File: config.mk
export PLATFORM = sky130hd
export DESIGN_NAME = ahb5_rst_seq_ctrl
export DESIGN_NICKNAME = d
export VERILOG_FILES = /design/src/rtl/ahb5_rst_seq_ctrl.sv
export SDC_FILE = /design/constraint.sdc
export NUM_CORES = 1
export LEC_CHECK = 0
export CAP_MARGIN = 15
export CORE_MARGIN = 4
export CORE_UTILIZATION = 35
export DETAILED_ROUTE_END_ITERATION = 16
export PLACE_DENSITY = 0.53
export SYNTH_ARGS = -nofsm -noshare
export SYNTH_HDL_FRONTEND = slang
export SYNTH_SLANG_ARGS = --single-unit
File: constraint.sdc
create_clock -name Hclk -period 5.9 [get_ports Hclk]
set_input_delay 0.59 -clock Hclk [delete_from_list [all_inputs] [get_ports Hclk]]
set_output_delay 0.59 -clock Hclk [all_outputs]
set_load 0.01 [all_outputs]
File: src/rtl/ahb5_rst_seq_ctrl.sv
// ahb5_rst_seq_ctrl: staggered per-channel reset release and run-length
// watchdog for the AHB5 environment.
// Optional build macro: AHB5_RST_SEQ_SOFT_FILTER_EN. When it is defined,
// soft_rst_req must be sampled high on two consecutive edges before it is
// honoured. A held level fires only once, until it drops.
//
// state   | meaning
// ASSERT  | waiting for synchronised HResetn deassertion
// HOLD    | mask latched, counting the first release gap
// RELEASE | releasing unmasked channels one gap apart
// RUN     | every unmasked channel released, watchdog counting
// DONE    | watchdog expired, sim_done sticky
module ahb5_rst_seq_ctrl #(
  parameter int NUM_CH          = 4,
  parameter int REL_GAP         = 8,
  parameter int SYNC_STAGES     = 2,
  parameter int TIMEOUT_W       = 16,
  parameter int DEFAULT_TIMEOUT = 50
) (
  input  logic                 Hclk,
  input  logic                 HResetn,
  input  logic                 soft_rst_req,
  input  logic [NUM_CH-1:0]    ch_mask,
  input  logic                 timeout_load,
  input  logic [TIMEOUT_W-1:0] timeout_val,
  output logic [NUM_CH-1:0]    rst_out_n,
  output logic                 all_released,
  output logic [TIMEOUT_W-1:0] cycle_cnt,
  output logic                 sim_done
);

  localparam int                   GAP_W     = $clog2(REL_GAP) + 1;
  localparam logic [GAP_W-1:0]     GAP_TC    = GAP_W'(REL_GAP - 1);
  localparam logic [TIMEOUT_W-1:0] LIMIT_RST = TIMEOUT_W'(DEFAULT_TIMEOUT);

  typedef enum logic [2:0] {
    ST_ASSERT  = 3'd0,
    ST_HOLD    = 3'd1,
    ST_RELEASE = 3'd2,
    ST_RUN     = 3'd3,
    ST_DONE    = 3'd4
  } state_t;

  state_t                 state_q, state_d;
  logic [SYNC_STAGES-1:0] sync_q, sync_d;
  logic [GAP_W-1:0]       gap_q, gap_d;
  logic [NUM_CH-1:0]      mask_q, mask_d;
  logic [NUM_CH-1:0]      rel_q, rel_d;
  logic                   all_rel_q, all_rel_d;
  logic [TIMEOUT_W-1:0]   cnt_q, cnt_d;
  logic [TIMEOUT_W-1:0]   limit_q, limit_d;
  logic                   done_q, done_d;

  logic                   soft_go;
  logic [NUM_CH-1:0]      pend, pend_low;
  logic                   pend_last;
  logic [TIMEOUT_W:0]     cnt_inc;
  logic                   expire;

`ifdef AHB5_RST_SEQ_SOFT_FILTER_EN
  logic soft_smp_q, soft_smp_d;
  logic soft_acc_q, soft_acc_d;
  logic soft_fired_q, soft_fired_d;

  // Two-sample qualifier: accept once per high level, act on the following edge
  always_comb begin
    soft_smp_d   = soft_rst_req;
    soft_acc_d   = soft_rst_req & soft_smp_q & ~soft_fired_q;
    soft_fired_d = soft_rst_req & (soft_fired_q | soft_acc_d);
  end

  // Soft-request qualifier registers
  always_ff @(posedge Hclk or negedge HResetn) begin
    if (!HResetn) begin
      soft_smp_q   <= 1'b0;
      soft_acc_q   <= 1'b0;
      soft_fired_q <= 1'b0;
    end else begin
      soft_smp_q   <= soft_smp_d;
      soft_acc_q   <= soft_acc_d;
      soft_fired_q <= soft_fired_d;
    end
  end

  assign soft_go = soft_acc_q & (state_q != ST_ASSERT);
`else
  assign soft_go = soft_rst_req & (state_q != ST_ASSERT);
`endif

  // Next channel to release is the lowest unmasked channel still held in reset
  always_comb begin
    pend      = ~mask_q & ~rel_q;
    pend_low  = pend & (~pend + NUM_CH'(1));
    pend_last = ((pend & ~pend_low) == '0);
    cnt_inc   = {1'b0, cnt_q} + {{TIMEOUT_W{1'b0}}, 1'b1};
    expire    = (limit_q != '0) && (cnt_inc == {1'b0, limit_q});
  end

  // Next-state and output logic; a soft request overrides everything except the limit
  always_comb begin
    state_d   = state_q;
    sync_d    = {sync_q[SYNC_STAGES-2:0], 1'b1};
    gap_d     = gap_q;
    mask_d    = mask_q;
    rel_d     = rel_q;
    all_rel_d = all_rel_q;
    cnt_d     = cnt_q;
    limit_d   = limit_q;
    done_d    = done_q;

    if (timeout_load && (state_q != ST_ASSERT)) begin
      limit_d = timeout_val;
    end

    case (state_q)
      ST_ASSERT: begin
        if (sync_q[SYNC_STAGES-1]) begin
          state_d = ST_HOLD;
          mask_d  = ch_mask;
          gap_d   = '0;
        end
      end
      ST_HOLD, ST_RELEASE: begin
        if (gap_q == GAP_TC) begin
          gap_d = '0;
          if (pend == '0) begin
            state_d   = ST_RUN;
            all_rel_d = 1'b1;
          end else begin
            rel_d = rel_q | pend_low;
            if (pend_last) begin
              state_d   = ST_RUN;
              all_rel_d = 1'b1;
            end else begin
              state_d = ST_RELEASE;
            end
          end
        end else begin
          gap_d = gap_q + GAP_W'(1);
        end
      end
      ST_RUN: begin
        if (cnt_q != '1) begin
          cnt_d = cnt_inc[TIMEOUT_W-1:0];
        end
        if (expire) begin
          cnt_d   = limit_q;
          done_d  = 1'b1;
          state_d = ST_DONE;
        end
      end
      ST_DONE: begin
        state_d = ST_DONE;
      end
      default: begin
        state_d = ST_ASSERT;
      end
    endcase

    if (soft_go) begin
      state_d   = ST_HOLD;
      mask_d    = ch_mask;
      gap_d     = '0;
      rel_d     = '0;
      all_rel_d = 1'b0;
      cnt_d     = '0;
      done_d    = 1'b0;
    end
  end

  // State and datapath registers, all cleared asynchronously by HResetn
  always_ff @(posedge Hclk or negedge HResetn) begin
    if (!HResetn) begin
      state_q   <= ST_ASSERT;
      sync_q    <= '0;
      gap_q     <= '0;
      mask_q    <= '0;
      rel_q     <= '0;
      all_rel_q <= 1'b0;
      cnt_q     <= '0;
      limit_q   <= LIMIT_RST;
      done_q    <= 1'b0;
    end else begin
      state_q   <= state_d;
      sync_q    <= sync_d;
      gap_q     <= gap_d;
      mask_q    <= mask_d;
      rel_q     <= rel_d;
      all_rel_q <= all_rel_d;
      cnt_q     <= cnt_d;
      limit_q   <= limit_d;
      done_q    <= done_d;
    end
  end

  assign rst_out_n    = rel_q;
  assign all_released = all_rel_q;
  assign cycle_cnt    = cnt_q;
  assign sim_done     = done_q;

endmodule
After elaboration in Yosys (flattened, before gate mapping)
Index checks and enable logic that the tools add are counted.

Add/subtract/negate cells: 3. Equality and inequality tests: 11. Mux-type cells: 30. Bitwise gates (word level): 9. Reduce and logical (&&, ||, !) cells: 24.

Operator list (number): two-way mux 16 bit (4); two-way mux 4 bit (10); adder 16 x 1 -> 17 bit (second input constant) (1); equality test 17 x 16 -> 1 bit (1); inequality test 16 bit (second input constant) (1); inverter 4 bit (4); nonzero test 16 bit (1); bitwise AND 4 bit (3); two-way mux 3 bit (4); case mux 3 bit (4 select lines) (1); nonzero test 2 bit (6); nonzero test 3 bit (4); two-way mux 1 bit (10); inequality test 3 bit (second input constant) (3); AND reduction 3 bit (3); adder 4 x 1 -> 4 bit (second input constant) (2); zero test 4 bit (2); case mux 4 bit (2 select lines) (1); AND reduction 2 bit (4); equality test 3 x 2 -> 1 bit (second input constant) (2); equality test 4 x 3 -> 1 bit (second input constant) (1); bitwise OR 4 bit (1); equality test 3 x 1 -> 1 bit (second input constant) (1); equality test 3 bit (second input constant) (1); other kinds (5) (6).

Flip-flop bits (word level): 51. Input port bits: 24. Output and inout bits: 22.

Logic depth before layout (Yosys ltp)
Gate-level depths: netlist of run 1.

Depth in word-level cells: 13. Gate-level depth with buffers: 10.

Least setup slack after synthesis of run 1
No wires, ideal clock.

Kind: register -> register. Start: reg cnt_q[1] (netlist: cycle_cnt[1]). End: reg cnt_q[11] (netlist: cycle_cnt[11]). Arrival time: 2.474 ns. Data required time: 5.818 ns. Slack: 3.344 ns. Cell stages (with the launch flop): 10. Clock period less this slack: 2.556 ns. Cells stage by stage: dfrtp_1 -> ha_1 -> nand3_2 -> or3_1 -> o311ai_1 -> o22ai_1 -> and4bb_4 -> buf_6 -> mux2_2 -> a31oi_1.

Longest elaborated chain between the ends: 6. Elaborated cells on any way between the ends: 10. Classes of those cells: 1 x add/sub; 2 x eq/ne; 4 x mux; 3 x reduce/logical.

Ends and longest elaborated chain: start, declared (line 50) `logic [TIMEOUT_W-1:0] cnt_q, cnt_d;`; start signal, assigned (line 190) `cnt_q <= cnt_d;`; adder 16 x 1 -> 17 bit (line 95) `cnt_inc = {1'b0, cnt_q} + {{TIMEOUT_W{1'b0}}, 1'b1};`; equality test 17 x 16 -> 1 bit (line 96) `expire = (limit_q != '0) && (cnt_inc == {1'b0, limit_q});`; logical AND 1 bit (line 96); two-way mux 16 bit (line 146) `if (expire) begin`; two-way mux 16 bit (line 115) `case (state_q)`; two-way mux 16 bit (line 160) `if (soft_go) begin`.

Several ways; a longest one is shown, not always the timed one. The select of a mux whose other input is x is not followed. A chain may end at the register's enable or synchronous reset.

Final worst setup path of run 1
Start: reg cnt_q[0] (netlist: cycle_cnt[0]). End: reg cnt_q[11] (netlist: cycle_cnt[11]).

Same word-level chain as after synthesis.

==> results of run 1 <==
[worst max-delay path, stage by stage (launching register included)]
cell and delay (ns):
dfrtp_1 0.59, ha_1 0.35, nand3_2 0.21, or3_1 0.45, o311ai_1 0.27, o22ai_1 0.14
and4bb_4 0.61, mux2_2 0.38, a31oi_1 0.16
[state kept, by name, summed over array words and instances (netlist names)]
register      count
all_released      1
cycle_cnt        16
gap_q             4
limit_q          16
mask_q            4
rst_out_n         4
sim_done          1
state_q           3
sync_q            2
[where the power goes]
| part | leakage (nW) | total (mW) | internal [mW] | switching, mW |
|---|---|---|---|---|
| clock network | 0.0558 | 0.256 | 0.129 | 0.128 |
| logic | 0.708 | 0.551 | 0.304 | 0.247 |
| registers | 0.631 | 0.657 | 0.457 | 0.200 |
| total | 1.40 | 1.46 | 0.890 | 0.575 |
[kinds of logic (layout without fill, tap and decap cells)]
kind of cell               count (synthesis)  after routing  share of synthesized area (%)
AOI/OAI and AO/OA                         62             62                           13.8
xor gates and xnor gates                  22             22                           6.14
adders and majority gates                  3              3                           1.12
buffers and inverters                     30             57                           4.66
DFF                                       51             51                           40.8
muxes                                     23             23                           8.21
other                                      1              1                          0.119
and+or+nand+nor                          146            146                           25.1
[per-stage QoR]
stage | power, mW | area (µm²)
finish | 1.46 | 3700
global placement | 1.21 | 3590
detailed placement | 1.21 | 3590
global route | 1.57 | 3700
CTS | 1.47 | 3700
floorplan | 1.01 | 3140
[layout make-up]
type | instances | area (µm²)
multi-input combinational | 257 | 1710
tap | 108 | 135
fill | 851 | 5020
timing repair buffer | 46 | 453
sequential | 51 | 1280
clock buffer | 6 | 72.6
clock inverter | 2 | 38.8
inverter | 3 | 11.3
[layer usage]
metal / routed length, µm / vias to the layer above / GRT usage [%]
li1: - / 1287 / -
met1: 3990 / 1284 / 23.8
met2: 3640 / 71 / 24.0
met3: 354 / 12 / 2.98
met4: 148 / 0 / 4.44
met5: 0 / - / 0
[cells in the final DEF, fill, tap and decap left out, types with 9 or more instances in the layout]
cell type / Yosys / routed
a21oi_1: 9 / 9
a31oi_1: 12 / 12
clkdlybuf4s50_1: 0 / 44
dfrtp_1: 48 / 48
mux2_2: 22 / 22
nand2_1: 32 / 32
nand3_1: 20 / 20
nor2_1: 31 / 31
xnor2_1: 14 / 14
[worst min-delay path by stage]
stage / startpoint / end / slack [ns] / cells past startpoint
floorplan: HResetn / all_released$_DFFE_PN0P_ / 0.29 / 0
global placement: sync_q[0]$_DFF_PN0_ / sync_q[1]$_DFF_PN0_ / 0.33 / 0
detailed placement: sync_q[0]$_DFF_PN0_ / sync_q[1]$_DFF_PN0_ / 0.34 / 0
CTS: sync_q[0]$_DFF_PN0_ / sync_q[1]$_DFF_PN0_ / 0.36 / 0
global route: sync_q[0]$_DFF_PN0_ / sync_q[1]$_DFF_PN0_ / 0.38 / 0
finish: sync_q[0]$_DFF_PN0_ / sync_q[1]$_DFF_PN0_ / 0.36 / 0
==> results by group, run 1 <==
Logic synthesis
  – Post-synth top area cell: dfrtp_1
  – Mapped Nets: 364
  – Count of cell types in the netlist: 58
  – Mean area per synthesized cell: 9.29 µm²
  – Synth top area cells: dfrtp_1 (38%), mux2_2 (7.9%), xnor2_1 (3.9%)
  – Top-count cell post-synth: dfrtp_1
  – Cells after synthesis: 338
  – YS warnings: 0
  – Synth top area share: 38.3%
  – Post-synthesis sequential area ratio: 40.8%
  – EDFF count, synth: 0
  – Commonest register cell after synthesis: dfrtp_1
  – Top cells by count, synth: dfrtp_1 (48), nand2_1 (32), nor2_1 (31)
  – Async set-reset flop share out of synthesis: 100%
  – Mapped Area: 3140 µm²
  – #FFs+latches synth: 51

Floorplan
  – Initial Util: 36.0%
  – Die height: 103 µm
  – Cell Rows: 34
  – Core region area: 8720 µm²
  – IO Pins: 46
  – Die ar.: 10,500 µm²
  – Chip width: 103 µm

Clock tree
  – CTS resizes: 0
  – Post-CTS Hold Fix Bufs: 0
  – Clk sinks: 51
  – Root buf cell: clkbuf_8
  – Clock transition at the registers of the reported paths: 0.10 ns
  – Clock Latency Late Sink: 0.31 ns
  – Longest Clk Path Bufs: 2
  – # H-tree levels: 2
  – CTS tree: built
  – Num CTS Buffers: 5
  – Post-CTS setup buffers: 0

Critical path
  – CP startpoint kind: flop
  – Crit path from: cycle_cnt[0]$_DFFE_PN0P_
  – Critical path data required time: 6.13 ns
  – Critical path arrival: 3.47 ns
  – RR Endpoint: cycle_cnt[11]$_DFFE_PN0P_
  – Crit. End Element: flop
  – R2r worst-path depth: 8
  – Worst Path Max Fanout: 35
  – Setup CP Type: flop to flop
  – Crit path to: cycle_cnt[11]$_DFFE_PN0P_
  – RR Startpoint: cycle_cnt[0]$_DFFE_PN0P_
  – Reg2reg setup slack: 2.66 ns

Place
  – Gpl congestion: 0.859
  – Dpl ws: 2.69 ns
  – Port bufs: 45
  – Placed cells: 465
  – DPL Wire Length: 5.70 mm

GRT
  – Gr usage total: 16.1%
  – Initial antenna violation count: 0
  – Grt ovf: 0
  – First-pass GRT wire length: 13.4 mm
  – Number of global-route vias before repair: 2,554
  – Largest net degree at the start of global routing: 52

Detailed routing
  – Detail Route Antenna Nets: 0
  – DRC marker count from the first detailed-route iteration: 157
  – Avg Vias per Cell: 5.61
  – Routed WL: 8.13 mm
  – Routed length per placed instance: 17.2 µm
  – DR pass1 iterations: 4
  – # DRC: 0
  – Vias: 2,654

Timing
  – Final Hold Vio Count: 0
  – Final worst-path cycle share: 54.9%
  – RSZ-0062 raised after global routing: false
  – Least-Margin Pin Slew: 0.958 ns
  – Final Slew Violations: 0
  – Post-layout min period: 3.24 ns
  – Relative slew slack: 36.1%
  – Setup ws final: 2.66 ns
  – Post-Route Setup TNS: 0 ns
  – Final hold slack: 0.362 ns
  – Max Fclk: 0.309 GHz
  – Clock Skews: 0.00625 ns
  – Setup violation total in the final timing report: 0

Worst hold path
  – Worst hold path type: flop to flop

Pwr
  – Peak supply drop: 0.000197 V
  – Cell Pwr Density: 395 nW/µm²
  – Lkg Pwr: 1.40 nW

Final layout
  – Final non-filler cell total: 473
  – Share of post-route cells with drive strength above 1: 11.8%
  – # diodes: 0
  – Final nets: 390
  – Layout Utilization: 42.5%
  – Area grow syn2layout: 18.0%

Status
  – Outcome: complete, no violations

Run
  – # Max-Cap Violations: 0
Note: power is estimated with default switching activity, not from simulation.
==> run 2: changes to the inputs <==
==> constraint.sdc (replaced) <==
create_clock -name Hclk -period 3.4 [get_ports Hclk]
set_input_delay 0.34 -clock Hclk [delete_from_list [all_inputs] [get_ports Hclk]]
set_output_delay 0.34 -clock Hclk [all_outputs]
set_load 0.01 [all_outputs]
==> run 2 against run 1 <==
  * Flip-flop and latch count stayed put
  * Power is 77% higher
  * Clock power is 73% higher
  * Critical path depth stayed put
  * First-iteration DRC count is 29% lower
  * Final area is 2.0% higher
  * Register-to-register slack worse by 2.4 ns
  * Hold slack worse by 0.30 ns
  * Critical endpoint unchanged
  * Largest power group unchanged
==> results by group, run 2 (synthesis gave the netlist of run 1 again) <==
Pwr
  – Lkg Pwr: 1.44 nW (+3.1%)
  – Peak supply drop: 0.000330 V (+67%)
  – Cell Pwr Density: 686 nW/µm² (+73%)

Timing
  – Setup violation total in the final timing report: 0 (unchanged)
  – Final Slew Violations: 0 (unchanged)
  – Clock Skews: 0.0142 ns (+0.00791 ns)
  – Final worst-path cycle share: 92.6% (+38 points)
  – Final Hold Vio Count: 0 (unchanged)
  – Post-Route Setup TNS: 0 ns (unchanged)
  – Least-Margin Pin Slew: 0.725 ns (-0.233 ns)
  – Relative slew slack: 51.6% (+16 points)
  – Max Fclk: 0.317 GHz (+2.9%)
  – Post-layout min period: 3.15 ns (-0.0912 ns)
  – RSZ-0062 raised after global routing: false

Clock tree
  – Longest Clk Path Bufs: 2 (unchanged)
  – Root buf cell: clkbuf_8
  – CTS tree: built
  – Num CTS Buffers: 5 (unchanged)
  – # H-tree levels: 2 (unchanged)
  – CTS resizes: 0 (unchanged)
  – Post-CTS Hold Fix Bufs: 0 (unchanged)
  – Clock transition at the registers of the reported paths: 0.11 ns (about the same)
  – Clock Latency Late Sink: 0.32 ns (about the same)
  – Clk sinks: 51 (unchanged)
  – Post-CTS setup buffers: 0 (unchanged)

Critical path
  – Critical path arrival: 3.38 ns (-0.09 ns)
  – Crit. End Element: flop
  – Critical path data required time: 3.63 ns (-2.50 ns)
  – CP startpoint kind: flop
  – Worst Path Max Fanout: 18 (-49%)
  – Setup CP Type: flop to flop

Floorplan
  – Chip width: 103 µm (unchanged)
  – Die ar.: 10,500 µm² (unchanged)
  – IO Pins: 46 (unchanged)
  – Initial Util: 36.0% (unchanged)
  – Cell Rows: 34 (unchanged)
  – Core region area: 8720 µm² (unchanged)
  – Die height: 103 µm (unchanged)

Detailed routing
  – Routed WL: 8.18 mm (+0.71%)
  – Routed met1 length: 4.10 mm (+2.9%)
  – # DRC: 0 (unchanged)
  – Met3 wire len: 379 µm (+7.1%)
  – Vias: 2,794 (+5.3%)
  – WL met2: 3.61 mm (-0.69%)
  – Avg Vias per Cell: 5.80 (+3.3%)
  – DR pass1 iterations: 5 (+1)
  – Detail Route Antenna Nets: 0 (unchanged)
  – Routed length per placed instance: 17.0 µm (-1.2%)
  – DRC marker count from the first detailed-route iteration: 111 (-29%)
  – Top layer in use: met4

Place
  – DP Area: 3650 µm² (+1.7%)
  – Gpl congestion: 0.822 (-4.3%)
  – Port bufs: 45 (unchanged)
  – DPL Wire Length: 5.75 mm (+0.84%)

Worst hold path
  – Worst hold path type: input pin to asynchronous set/reset pin

Final layout
  – # diodes: 0 (unchanged)
  – Most frequent cells in the layout: dfrtp_1 (48), clkdlybuf4s50_1 (44), nand2_1 (32), nor2_1 (31), mux2_2 (22)
  – Commonest non-fill, non-tap cell in the layout: dfrtp_1
  – Area grow syn2layout: 20.3%
  – Final nets: 399 (+2.3%)
  – Share of post-route cells with drive strength above 1: 13.9% (+2.1 points)
  – Fin area: 3780 µm² (+2.0%)

GRT
  – Initial antenna violation count: 0 (unchanged)
  – Gr usage total: 16.0% (-0.045 points)
  – Grt ovf: 0 (unchanged)
  – First-pass GRT wire length: 13.5 mm (+0.67%)
  – Number of global-route vias before repair: 2,574 (+0.78%)
  – Largest net degree at the start of global routing: 36 (-31%)

Run
  – # Max-Cap Violations: 0 (unchanged)

Status
  – Outcome: complete, no violations
-- run 2: changes by cell type in the layout (fill, tap and decap cells not counted), sizes merged --
cell    delta
buf        +8
and4bb     +1
-- run 2: layout make-up --
cell class,count,area [µm²]
Clock inverter,2,38.8
Sequential cell,51,1280
Inverter,3,11.3
Multi-Input combinational cell,258,1730
Fill cell,833,4940
Clock buffer,6,72.6
Timing Repair Buffer,54,513
Tap cell,108,135
-- run 2: stage by stage --
step / worst slack, ns / power [mW] / hold slack, ns / util, % / cells
detailed placement: 0.276 / 2.14 / 0.343 / 41.9 / 473
global placement: 0.387 / 2.13 / 0.336 / 41.9 / 473
floorplan: 0.844 / 1.75 / 0.0444 / - / 338
global route: 0.0228 / 2.78 / 0.123 / 43.3 / 482
finish: 0.250 / 2.59 / 0.0657 / 43.3 / 482
CTS: 0.218 / 2.60 / 0.0920 / 43.2 / 481
-- run 2: path summary, 6_finish.rpt --
check	start	end	slack [ns]	cells after the start
max	cycle_cnt[1]$_DFFE_PN0P_	cycle_cnt[11]$_DFFE_PN0P_	0.25	8
min	HResetn	mask_q[1]$_DFFE_PN0P_	0.07	1
max reg2reg	cycle_cnt[1]$_DFFE_PN0P_	cycle_cnt[11]$_DFFE_PN0P_	0.25	8
min reg2reg	sync_q[0]$_DFF_PN0_	sync_q[1]$_DFF_PN0_	0.37	0
max in group asynchronous	HResetn	limit_q[5]$_DFFE_PN1P_	2.52	2
min in group Hclk	sync_q[0]$_DFF_PN0_	sync_q[1]$_DFF_PN0_	0.37	0
-- run 2: critical path, stage by stage (launching register included) --
cell      delay [ns]
dfrtp_1         0.55
ha_1            0.34
nand3_2         0.21
or3_1           0.43
o311ai_1        0.28
o22ai_1         0.17
and4bb_4        0.54
mux2_2          0.37
a31oi_1         0.15
-- run 2: routing by layer --
| layer | GRT usage [%] | vias up |
|---|---|---|
| met5 | 0 | - |
| met4 | 4.34 | 0 |
| met3 | 2.64 | 7 |
| met2 | 23.3 | 81 |
| met1 | 24.5 | 1388 |
| li1 | - | 1318 |
-- run 2: power breakdown --
part,switching [mW],internal (mW)
combinational,0.484,0.563
clock,0.221,0.223
sequential,0.304,0.795
total,1.01,1.58
==> run 3: changes to the inputs <==
--- a/config.mk
+++ b/config.mk
@@ -5,7 +5,7 @@
 export SDC_FILE = /design/constraint.sdc
 export NUM_CORES = 1
 export LEC_CHECK = 0
-export CAP_MARGIN = 15
+export CAP_MARGIN = 5
 export CORE_MARGIN = 4
 export CORE_UTILIZATION = 35
 export DETAILED_ROUTE_END_ITERATION = 16
==> results of run 3 <==
Same layout as run 2: the final DEF is identical, and so are final timing and power.
